$ cat src/rtl/systolic_seq_ctrl.sv
// Job sequencer for an N x N output-stationary systolic array: clear, skewed feed window,
// row-by-row result drain over a valid/ready port, then a one-cycle done pulse.
module systolic_seq_ctrl #(
  parameter  int N     = 4,
  parameter  int K_MAX = 16,
  localparam int KW    = $clog2(K_MAX + 1),
  localparam int RW    = (N > 1) ? $clog2(N) : 1
) (
  input  logic          clk,
  input  logic          rst,
  input  logic          start,
  input  logic [KW-1:0] k_len,
  output logic          busy,
  output logic          done,
  output logic          acc_clr,
  output logic          pe_en,
  output logic [N-1:0]  lane_vld,
  output logic [N*KW-1:0] lane_k,
  output logic          res_valid,
  input  logic          res_ready,
  output logic [RW-1:0] res_row,
  output logic [2:0]    dbg_state
);

  // Feed counter must hold up to K_MAX + 2N - 3 without wrapping.
  localparam int FW = $clog2(K_MAX + 2 * N - 1);

  localparam logic [KW-1:0] K_MAX_W  = KW'(K_MAX);
  localparam logic [RW-1:0] ROW_LAST = RW'(N - 1);
  localparam logic [FW-1:0] SKEW_W   = FW'(2 * N - 3);

  typedef enum logic [2:0] {
    IDLE  = 3'd0,
    CLEAR = 3'd1,
    FEED  = 3'd2,
    DRAIN = 3'd3,
    DONE  = 3'd4
  } state_t;

  state_t        state, state_nxt;
  logic [FW-1:0] f, f_nxt;
  logic [RW-1:0] row, row_nxt;
  logic [KW-1:0] k_lat, k_lat_nxt;

  logic [FW-1:0] t_last;
  logic [FW:0]   f_ext;
  logic [FW:0]   k_ext;

  // Last feed index is T-1 = k_len + 2N - 3; only used while k_lat >= 1.
  assign t_last = FW'(k_lat) + SKEW_W;
  assign f_ext  = {1'b0, f};
  assign k_ext  = (FW+1)'(k_lat);

  always_ff @(posedge clk or posedge rst) begin
    if (rst) begin
      state <= IDLE;
      f     <= '0;
      row   <= '0;
      k_lat <= '0;
    end else begin
      state <= state_nxt;
      f     <= f_nxt;
      row   <= row_nxt;
      k_lat <= k_lat_nxt;
    end
  end

  // Result port: a row transfers in any cycle where res_valid and res_ready are both high;
  // res_valid stays up and res_row is held until that transfer happens.
  always_comb begin
    state_nxt = state;
    f_nxt     = f;
    row_nxt   = row;
    k_lat_nxt = k_lat;
    case (state)
      IDLE: begin
        if (start) begin
          k_lat_nxt = (k_len > K_MAX_W) ? K_MAX_W : k_len;
          state_nxt = CLEAR;
          f_nxt     = '0;
          row_nxt   = '0;
        end
      end
      CLEAR: begin
        f_nxt     = '0;
        row_nxt   = '0;
        state_nxt = (k_lat != '0) ? FEED : DRAIN;
      end
      FEED: begin
        if (f == t_last) begin
          state_nxt = DRAIN;
          f_nxt     = '0;
          row_nxt   = '0;
        end else begin
          f_nxt = f + FW'(1);
        end
      end
      DRAIN: begin
        if (res_ready) begin
          if (row == ROW_LAST) begin
            state_nxt = DONE;
            row_nxt   = '0;
          end else begin
            row_nxt = row + RW'(1);
          end
        end
      end
      DONE: begin
        state_nxt = IDLE;
        f_nxt     = '0;
        row_nxt   = '0;
      end
      default: begin
        state_nxt = IDLE;
        f_nxt     = '0;
        row_nxt   = '0;
      end
    endcase
  end

  // Lane i sees element k = f - i, giving A rows and B columns the same diagonal skew.
  always_comb begin
    lane_vld = '0;
    lane_k   = '0;
    if (state == FEED) begin
      for (int i = 0; i < N; i++) begin
        if ((f_ext >= (FW+1)'(i)) && (f_ext < ((FW+1)'(i) + k_ext))) begin
          lane_vld[i]        = 1'b1;
          lane_k[i*KW +: KW] = KW'(f - FW'(i));
        end
      end
    end
  end

  assign busy      = (state != IDLE);
  assign done      = (state == DONE);
  assign acc_clr   = (state == CLEAR);
  assign pe_en     = (state == FEED);
  assign res_valid = (state == DRAIN);
  assign res_row   = row;
  assign dbg_state = state;

endmodule

$ cat config.mk
export PLATFORM = sky130hd
export DESIGN_NAME = systolic_seq_ctrl
export DESIGN_NICKNAME = d
export VERILOG_FILES = /design/src/rtl/systolic_seq_ctrl.sv
export SDC_FILE = /design/constraint.sdc
export NUM_CORES = 1
export LEC_CHECK = 0
export CORE_MARGIN = 1
export CORE_UTILIZATION = 28
export DETAILED_ROUTE_END_ITERATION = 12
export SYNTH_ARGS = -nofsm -noshare
export SYNTH_HDL_FRONTEND = slang
export SYNTH_SLANG_ARGS = --single-unit
$ cat constraint.sdc
create_clock -name clk -period 5.2 [get_ports clk]
set_clock_uncertainty 0.2 [all_clocks]
set_input_delay 1.04 -clock clk [delete_from_list [all_inputs] [get_ports clk]]
set_output_delay 1.04 -clock clk [all_outputs]
set_load 0.03 [all_outputs]
Yosys cells after proc, flatten, opt, wreduce, memory -nomap -nowiden
Cells that the tools add are included.

word-level totals
  input port bits = 9
  bits in registers = 15

cells by class
  $lt $le $gt $ge = 9
  bitwise logic cells = 1
  $add $sub $neg = 9
  equality and inequality tests = 10
  mux-type cells = 25
  reductions and logical operators = 11

operator list
  kind                                                                                  count
  5-bit 2-to-1 mux                                                                      7
  20-bit 2-to-1 mux                                                                     1
  5-bit by 6-bit less-than comparator with 1-bit output                                 3
  5-bit case mux with 3 select lines                                                    1
  2-bit by 5-bit adder with 6-bit output (first input constant)                         2
  3-bit 2-to-1 mux                                                                      4
  3-bit case mux with 4 select lines                                                    1
  5-bit by 1-bit greater-or-equal comparator with 1-bit output (second input constant)  2
  5-bit by 2-bit greater-or-equal comparator with 1-bit output (second input constant)  2
  5-bit by 2-bit subtractor with 5-bit output (second input constant)                   2
  2-bit 2-to-1 mux                                                                      4
  1-bit by 5-bit adder with 6-bit output (first input constant)                         1
  3-bit by 2-bit equality test with 1-bit output (second input constant)                2
  2-bit by 1-bit != test with 1-bit output (second input constant)                      3
  2-bit case mux with 3 select lines                                                    1
  5-bit by 1-bit adder with 5-bit output (second input constant)                        1
  5-bit by 3-bit adder with 5-bit output (second input constant)                        1
  5-bit equality test                                                                   1
  5-bit greater-than comparator (second input constant)                                 1
  5-bit less-than comparator                                                            1
  1-bit 2-to-1 mux                                                                      5
  5-bit nonzero test                                                                    1
  5-bit by 1-bit subtractor with 5-bit output (second input constant)                   1
  1-bit logical AND                                                                     4
  12 further kinds                                                                      13

Longest topological paths before layout
Gate-level depths: netlist of run 1.

  depth in word-level cells = 5
  mapped depth = 9
  depth with buffers taken out = 9

Worst setup path after synthesis of run 1
OpenSTA, ideal clock, no wires.

  kind = register -> output
  start = register k_lat[0]
  end = output lane_k[17]
  cell stages (with the launch flop) = 9
  arrival time = 2,626 ps
  setup slack = 1,334 ps
  path buffers = 0
  data required time = 3,960 ps
  cell sequence = dfrtp_1 -> inv_1 -> ha_1 -> ha_1 -> nor2b_1 -> o21a_1 -> o21ai_0 -> a21oi_1 -> nor4_1

between the ends
  cells in the longest elaborated chain, start to end = 5

ends and longest elaborated chain
  what                                                   RTL line  source
  start, declared                                        43        logic [KW-1:0] k_lat, k_lat_nxt;
  start signal, assigned                                 64        k_lat <= k_lat_nxt;
  2-bit by 5-bit adder with 6-bit output                 127       if ((f_ext >= (FW+1)'(i)) && (f_ext < ((FW+1)'(i) + k_ext))) begin
  5-bit by 6-bit less-than comparator with 1-bit output  127
  1-bit logical AND                                      127
  5-bit 2-to-1 mux                                       127
  20-bit 2-to-1 mux                                      125       if (state == FEED) begin
  end, declared                                          18        output logic [N*KW-1:0] lane_k,

Every way passes these cells.

Final worst setup path of run 1
Same ends and word-level chain as after synthesis.

==> results.json, run 1 <==
{
  "seqPwrFrac_pct": 17.8,
  "die_w_um": 83.2,
  "fillCellCount": 666,
  "synthAdderAreaFrac_pct": 22.4,
  "synth_mux_area_share_pct": 0.611,
  "synthTopCellsByCount": "33 x ha_1, 22 x nand2_1, 22 x nor2_1, 15 x dfrtp_1",
  "synth.largest_area_cell": "ha_1",
  "setup_tns_ps": 0,
  "initial_core_util_pct": 29.0,
  "final_cell_area_sq_um": 2350,
  "grt_pass1_wl_mm": 7.29,
  "cts_buffers": 3,
  "peakVddDrop_v": 0.000298,
  "synth-simple-area-share_pct": 24.8,
  "clk-insertion-delay-late_ps": 250,
  "dpl_cell_area_sq_um": 2300,
  "multi_input_area_sq_um": 1360,
  "cts.sinks": 15,
  "synth-seq-area-share_pct": 20.4,
  "drt_iter0_markers": 96,
  "ys_top_cells_by_area": "ha_1 22%, dfrtp_1 20%, xnor2_1 5.7%, nand2_1 4.5%, nor2_1 4.5%",
  "leakage_nw": 1.01,
  "grt_use_total_pct": 12.7,
  "synth.distinct_cells": 48,
  "cts_tree": "done",
  "ctsLongestPathBuffers": 2,
  "core_sq_um": 6350,
  "final_util_pct": 37.0,
  "synth_edf_count": 0,
  "ios": 43,
  "synth.ff_latch_count": 15,
  "finalCritPeriodShare_pct": 82.5,
  "hold_class": "flip-flop to flip-flop",
  "switching_share_pct": 53.8,
  "synthXorXnorAreaFrac_pct": 9.84,
  "setup_viol": 0,
  "crit_required_ps": 3960,
  "htree_levels": 1,
  "post-cts-setup-buffers": 0,
  "ys.flop_type": "dfrtp_1",
  "fin_nets": 298,
  "synthArstFlopShare_pct": 100,
  "grt_pass1_vias": 1489,
  "cts_root_buf": "clkbuf_8",
  "comb_power_share_pct": 75.9,
  "clockPowerShare_pct": 6.2,
  "ant_nets": 0,
  "max_freq_mhz": 233,
  "synth_compound_area_share_pct": 16.3,
  "relSlewSlack_pct": 42.2,
  "overflow": 0,
  "numPortBuffers": 42,
  "power_switching_mw": 0.833,
  "vias": 1646,
  "wl_mm": 4.27,
  "status": "finished clean",
  "worstMarginPinSlew_ps": 855,
  "num_antenna_cells": 0,
  "area_growth_pct": 27.3,
  "die_area_sq_um": 6920,
  "gp_congestion": 0.843,
  "synth_top_family_by_area": "simple AND/OR/NAND/NOR gates",
  "grt_max_degree": 19,
  "cp_max_fo": 7,
  "p_int_mw": 0.717,
  "drv_slew": 0,
  "ys_warn_count": 0,
  "max-cap-violations": 0,
  "critPathCaptureType": "primary output",
  "cp_data_arrival_time_ps": 3050,
  "cts.clk_slew.worst_paths_ps": 70,
  "whs_ps": 345,
  "syn-cell-area_sq_um": 1840,
  "crit_type": "flip-flop to primary output",
  "synth_top_cell_area_share_pct": 22.4,
  "hpwl_mm": 3.34,
  "die_h_um": 83.2,
  "rsz0062_at_grt": "false",
  "hold_buffers": 0,
  "synth_cells": 217,
  "ff_latch_area_sq_um": 375,
  "first_pass_iters": 4,
  "viasPerCell": 4.96,
  "power-per-cell-area_nw_per_um2": 660,
  "syn_avg_cell_area_sq_um": 8.50,
  "finalHoldViolCount": 0,
  "synth_nets": 259,
  "routedWlPerCell_um": 12.9,
  "start_kind": "flip-flop",
  "postCtsResizedCells": 0,
  "drc": 0,
  "synthMostInstantiatedCell": "ha_1",
  "fp-row-count": 29,
  "finalCriticalPeriod_ps": 4290,
  "drive_above_1_share_pct": 5.49,
  "antenna_found_initial": 0
}
[cells by family (layout without fill, tap and decap cells)]
| group | count (synthesis) | after routing |
|---|---|---|
| xor+xnor | 19 | 19 |
| simple gates | 90 | 90 |
| compound gates | 39 | 39 |
| fa+ha+maj | 33 | 33 |
| buf+inv | 20 | 58 |
| mux | 1 | 1 |
| flops | 15 | 15 |
[cell usage in the layout (no fill, tap or decap), drive strengths merged, types with 7 or more instances in the layout]
| cell type | Yosys | routed |
|---|---|---|
| nand2 | 22 | 22 |
| o21ai | 7 | 7 |
| xnor2 | 12 | 12 |
| nor2 | 23 | 23 |
| nor3 | 12 | 12 |
| nor3b | 8 | 8 |
| ha | 33 | 33 |
| dfrtp | 15 | 15 |
| clkdlybuf4s50 | 0 | 42 |
| inv | 12 | 12 |
[final cells by class]
class / instances / share of cell area [%]
Multi-Input combinational cell: 182 / 58.0
Timing Repair Buffer: 42 / 17.9
Inverter: 12 / 2.02
Tap cell: 77 / 4.10
Sequential cell: 15 / 16.0
Clock inverter: 1 / 0.213
Clock buffer: 3 / 1.76
[per-stage QoR]
stage | setup WS [ps] | power (mW) | std cells
2_1_floorplan | 1330 | 1.11 | 217
3_3_place_gp | 1230 | 1.45 | 328
3_5_place_dp | 1160 | 1.46 | 328
4_1_cts | 890 | 1.57 | 332
5_1_grt | 677 | 1.70 | 332
6_report | 913 | 1.55 | 332
[sequential cells by signal, summed over array words and instances, names as in the netlist]
name and count:
dbg_state 3, res_row 2, f 5, k_lat 5
[critical path: stages (launching register included)]
cell and delay [ps]:
dfrtp_1 470, inv_1 130, ha_1 330, ha_1 270, nor2b_1 130, o21a_1 150, o21ai_0 140, a21oi_1 180
nor4_1 290, clkdlybuf4s50_1 710
[worst paths after layout]
check	start	end	slack, ps	cells after the start
worst max register to register	f[4]$_DFFE_PP0P_	f[2]$_DFFE_PP0P_	2530	5
worst max-delay path	k_lat[0]$_DFFE_PP0P_	lane_k[17]	910	9
max in group asynchronous	rst	dbg_state[1]$_DFFE_PP0P_	3470	2
worst min register to register	res_row[1]$_DFFE_PP0P_	res_row[1]$_DFFE_PP0P_	350	1
min in group asynchronous	rst	dbg_state[0]$_DFFE_PP0P_	950	2
worst min-delay path	res_row[1]$_DFFE_PP0P_	res_row[1]$_DFFE_PP0P_	350	1
[per-layer routing]
metal,GRT usage (%),vias up,wire [um]
met5,0,-,0
met4,4.55,0,77
met3,1.49,7,162
met2,19.8,44,1880
met1,18.1,752,2160
li1,-,843,-
[power by group through the flow]
| stage | Clock (mW) | Sequential [mW] | Combinational, mW |
|---|---|---|---|
| 2_1_floorplan | 0 | 0.240 | 0.865 |
| 3_5_place_dp | 0 | 0.278 | 1.18 |
| 5_1_grt | 0.104 | 0.288 | 1.31 |
| 4_1_cts | 0.0988 | 0.275 | 1.19 |
| 3_3_place_gp | 0 | 0.274 | 1.18 |
| 6_report | 0.0966 | 0.276 | 1.18 |
No activity file was read; power rests on OpenSTA's default activity.
==> run 2, diff against run 1 <==
- clock period: 5.2 -> 4.18 ns (I/O delays scaled with it)
==> results.json, run 2 (synthesized netlist as in run 1, its figures left out) <==
{
  "status": "finished clean",
  "vias": 1668,
  "area_growth_pct": 30.9,
  "die_w_um": 83.2,
  "fillCellCount": 667,
  "cts.clk_slew.worst_paths_ps": 60,
  "place_inst": 334,
  "antenna_found_initial": 0,
  "drive_above_1_share_pct": 7.28,
  "numPortBuffers": 42,
  "cts_root_buf": "clkbuf_8",
  "crit_type": "flip-flop to primary output",
  "drc": 0,
  "layout_common_cells": "33 x ha_1, 33 x clkdlybuf4s50_1, 22 x nor2_1, 22 x nand2_1, 15 x dfrtp_1",
  "comb_power_share_pct": 77.8,
  "start_kind": "flip-flop",
  "setup_tns_ps": 0,
  "cp_slowest_cell": "clkdlybuf4s50_1",
  "seqPwrFrac_pct": 16.2,
  "gp_congestion": 0.864,
  "grt_pass1_vias": 1511,
  "cp_max_fo": 7,
  "relSlewSlack_pct": 54.2,
  "cts_buffers": 3,
  "finalHoldViolCount": 0,
  "cp_data_arrival_time_ps": 2910,
  "grt_pass1_wl_mm": 7.04,
  "switching_share_pct": 53.0,
  "die_h_um": 83.2,
  "grt_max_degree": 19,
  "max-cap-violations": 0,
  "power_switching_mw": 1.03,
  "clk-insertion-delay-late_ps": 250,
  "post-cts-setup-buffers": 0,
  "die_area_sq_um": 6920,
  "final_cells": 338,
  "ios": 43,
  "initial_core_util_pct": 29.0,
  "final_util_pct": 38.0,
  "peakVddDrop_v": 0.000355,
  "htree_levels": 1,
  "rsz0062_at_grt": "false",
  "crit_chain": "inv_1 -> ha_1 -> inv_1 -> ha_1 -> nor2b_1 -> o21a_1 -> o21ai_0 -> a21oi_1 -> nor2_1 -> clkdlybuf4s50_1",
  "routedWlPerCell_um": 12.6,
  "max_freq_mhz": 254,
  "clockPowerShare_pct": 6.1,
  "fp-row-count": 29,
  "grt_use_total_pct": 12.2,
  "leakage_nw": 1.19,
  "num_antenna_cells": 0,
  "setup_viol": 0,
  "slowest_delay_ps": 680,
  "wl_mm": 4.26,
  "finalCritPeriodShare_pct": 94.3,
  "core_sq_um": 6350,
  "viasPerCell": 4.93,
  "power-per-cell-area_nw_per_um2": 804,
  "worstMarginPinSlew_ps": 687,
  "critPathCaptureType": "primary output",
  "drt_iter0_markers": 88,
  "overflow": 0,
  "hpwl_mm": 3.30,
  "p_int_mw": 0.912,
  "ff_latch_area_sq_um": 375,
  "first_pass_iters": 5,
  "cts.sinks": 15,
  "fin_nets": 304,
  "ctsLongestPathBuffers": 2,
  "drv_slew": 0,
  "crit_required_ps": 3140,
  "finalCriticalPeriod_ps": 3940,
  "hold_class": "flip-flop to flip-flop",
  "multi_input_area_sq_um": 1360,
  "ant_nets": 0,
  "cts_tree": "done"
}
==> run 2: layer usage <==
| metal | GRT usage (%) | vias to the layer above | routed length [um] |
|---|---|---|---|
| met5 | 0 | - | 0 |
| met4 | 4.23 | 0 | 83 |
| met3 | 1.19 | 8 | 180 |
| met2 | 18.5 | 49 | 1790 |
| met1 | 17.8 | 760 | 2210 |
| li1 | - | 851 | - |
==> run 2: worst paths after layout <==
check                           cells past startpoint              startpoint  slack, ps                  endpoint
worst max-delay path                               10    k_lat[1]$_DFFE_PP0P_        240                 lane_k[9]
worst min-delay path                                1  res_row[1]$_DFFE_PP0P_        350    res_row[1]$_DFFE_PP0P_
worst max register to register                      6        f[4]$_DFFE_PP0P_       1630          f[2]$_DFFE_PP0P_
worst min register to register                      1  res_row[1]$_DFFE_PP0P_        350    res_row[1]$_DFFE_PP0P_
max in group asynchronous                           2                     rst       2630  dbg_state[0]$_DFFE_PP0P_
min in group asynchronous                           2                     rst        760  dbg_state[2]$_DFFE_PP0P_
==> run 2: final cells by class <==
cell class / instances / area share, %
Inverter: 12 / 1.97
Clock buffer: 4 / 1.87
Multi-Input combinational cell: 182 / 56.4
Timing Repair Buffer: 48 / 20.2
Tap cell: 77 / 3.99
Sequential cell: 15 / 15.5
==> run 2: worst max-delay path: cells and delay by family, from the launching register on <==
family | cells | cell delay [ps]
compound gates | 3 | 470
fa+ha+maj | 2 | 600
buf+inv | 3 | 860
flops | 1 | 470
simple gates | 2 | 270
==> run 2: stage by stage <==
stage	power, mW	setup slack, ps	cell area [sq um]	hold slack (ps)
5_1_grt	2.12	14.5	2410	356
4_1_cts	1.97	57.2	2390	344
3_3_place_gp	1.84	415	2350	325
2_1_floorplan	1.38	518	1840	357
6_report	1.94	239	2410	349
3_5_place_dp	1.84	323	2350	325
==> run 2: power groups by stage <==
stage	clock, mW	combinational [mW]	sequential, mW
2_1_floorplan	0	1.08	0.299
3_3_place_gp	0	1.52	0.315
3_5_place_dp	0	1.52	0.316
4_1_cts	0.122	1.53	0.314
5_1_grt	0.128	1.66	0.328
6_report	0.118	1.51	0.314
==> run 2: timing repair <==
item | 4_1_cts | 5_1_grt
setup endpoints to repair | 0 | 9
resized for setup | 0 | 9
hold buffers | 0 | 0
endpoints found under the hold margin | 0 | 0
==> run 3, diff against run 2 <==
- PLACE_DENSITY: default -> 0.58
- clock period: 4.18 -> 4.3 ns (I/O delays scaled with it)
==> results.json, run 3 (synthesized netlist as in run 1, its figures left out) <==
{
  "drt_iter0_markers": 77,
  "finalHoldViolCount": 0,
  "numPortBuffers": 42,
  "cts_buffers": 3,
  "hpwl_mm": 3.36,
  "die_w_um": 83.2,
  "grt_pass1_wl_mm": 7.46,
  "power-per-cell-area_nw_per_um2": 790,
  "drc": 0,
  "area_growth_pct": 29.9,
  "grt_max_degree": 16,
  "fin_nets": 304,
  "worstMarginPinSlew_ps": 603,
  "relSlewSlack_pct": 59.8,
  "die_h_um": 83.2,
  "fp-row-count": 29,
  "htree_levels": 1,
  "ff_latch_area_sq_um": 375,
  "rsz0062_at_grt": "false",
  "crit_required_ps": 3240,
  "post-cts-setup-buffers": 0,
  "hold_class": "flip-flop to flip-flop",
  "grt_use_total_pct": 12.9,
  "fin_ws_ps": 258,
  "clk-insertion-delay-late_ps": 240,
  "first_pass_iters": 4,
  "ctsLongestPathBuffers": 2,
  "cp_data_arrival_time_ps": 2980,
  "wl_mm": 4.28,
  "grt_pass1_vias": 1574,
  "routedWlPerCell_um": 12.7,
  "layout_common_cells": "41 x clkdlybuf4s50_1, 33 x ha_1, 22 x nor2_1, 22 x nand2_1, 15 x dfrtp_1",
  "core_sq_um": 6350,
  "die_area_sq_um": 6920,
  "final_cell_area_sq_um": 2390,
  "multi_input_area_sq_um": 1360,
  "start_kind": "flip-flop",
  "status": "finished clean",
  "initial_core_util_pct": 29.0,
  "whs_ps": 342,
  "ant_nets": 0,
  "gp_congestion": 0.834,
  "crit_type": "flip-flop to primary output",
  "setup_viol": 0,
  "fillCellCount": 676,
  "drv_slew": 0,
  "leakage_nw": 1.05,
  "antenna_found_initial": 0,
  "setup_tns_ps": 0,
  "place_ws_ps": 433,
  "viasPerCell": 4.88,
  "critPathCaptureType": "primary output",
  "cts_root_buf": "clkbuf_8",
  "dpl_cell_area_sq_um": 2350,
  "peakVddDrop_v": 0.000478,
  "finalCritPeriodShare_pct": 94.0,
  "cp_max_fo": 7,
  "ios": 43,
  "finalCriticalPeriod_ps": 4040,
  "vias": 1649,
  "cts.sinks": 15,
  "drive_above_1_share_pct": 7.28,
  "num_antenna_cells": 0,
  "max_freq_mhz": 247,
  "hold_buffers": 0,
  "max-cap-violations": 0,
  "overflow": 0,
  "final_common_cell": "clkdlybuf4s50_1",
  "cts.clk_slew.worst_paths_ps": 60,
  "cts_tree": "done"
}
[run 3: per-stage QoR]
step	utilization (%)	std cells	total power [mW]
2_1_floorplan	-	217	1.34
3_3_place_gp	37.0	334	1.78
3_5_place_dp	37.0	334	1.79
4_1_cts	37.7	338	1.91
5_1_grt	37.7	338	2.08
6_report	37.7	338	1.89
[run 3: worst max-delay path, cell delays in order (launching register included)]
cell	delay, ps
dfrtp_1	450
inv_1	140
ha_1	320
inv_1	50
ha_1	270
nor2b_1	130
o21a_1	160
o21ai_0	140
a21oi_1	170
nor3b_1	220
clkdlybuf4s50_1	700
[run 3: final timing paths]
check                                            start                  endpoint  slack, ps  cells past startpoint
worst max-delay path              k_lat[1]$_DFFE_PP0P_                 lane_k[5]        260                     10
worst min-delay path            res_row[1]$_DFFE_PP0P_    res_row[1]$_DFFE_PP0P_        340                      1
worst max register to register        f[4]$_DFFE_PP0P_          f[2]$_DFFE_PP0P_       1740                      6
worst min register to register  res_row[1]$_DFFE_PP0P_    res_row[1]$_DFFE_PP0P_        340                      1
max in group asynchronous                          rst  dbg_state[0]$_DFFE_PP0P_       2730                      2
min in group asynchronous                          rst      k_lat[4]$_DFFE_PP0P_        780                      2
[run 3: final cells by class]
| type | instances | area share, % |
|---|---|---|
| multi-input cells | 182 | 56.9 |
| well taps | 77 | 4.02 |
| clock buffers | 4 | 1.88 |
| flip-flops and latches | 15 | 15.7 |
| repair buffers | 48 | 19.5 |
| inverters | 12 | 1.99 |
[run 3: timing repair]
action                                  in CTS  in global routing
gates resized for setup                      0                  1
endpoints found under the hold margin        0                  0
endpoints found under the setup margin       0                  1
[run 3: power breakdown]
part           switching (mW)  internal, mW  leakage, nW  total [mW]
Clock                  0.0478        0.0655       0.0228       0.113
Sequential              0.121         0.192        0.192       0.313
Combinational           0.834         0.632        0.839        1.47
Total                    1.00         0.889         1.05        1.89
[run 3: routing by layer]
layer  global-route usage, %  routed length (um)  vias up
met5                       0                   0        -
li1                        -                   -      856
met2                    20.7                1940       40
met1                    18.2                2160      749
met3                    1.39                 152        4
met4                    3.45                  29        0
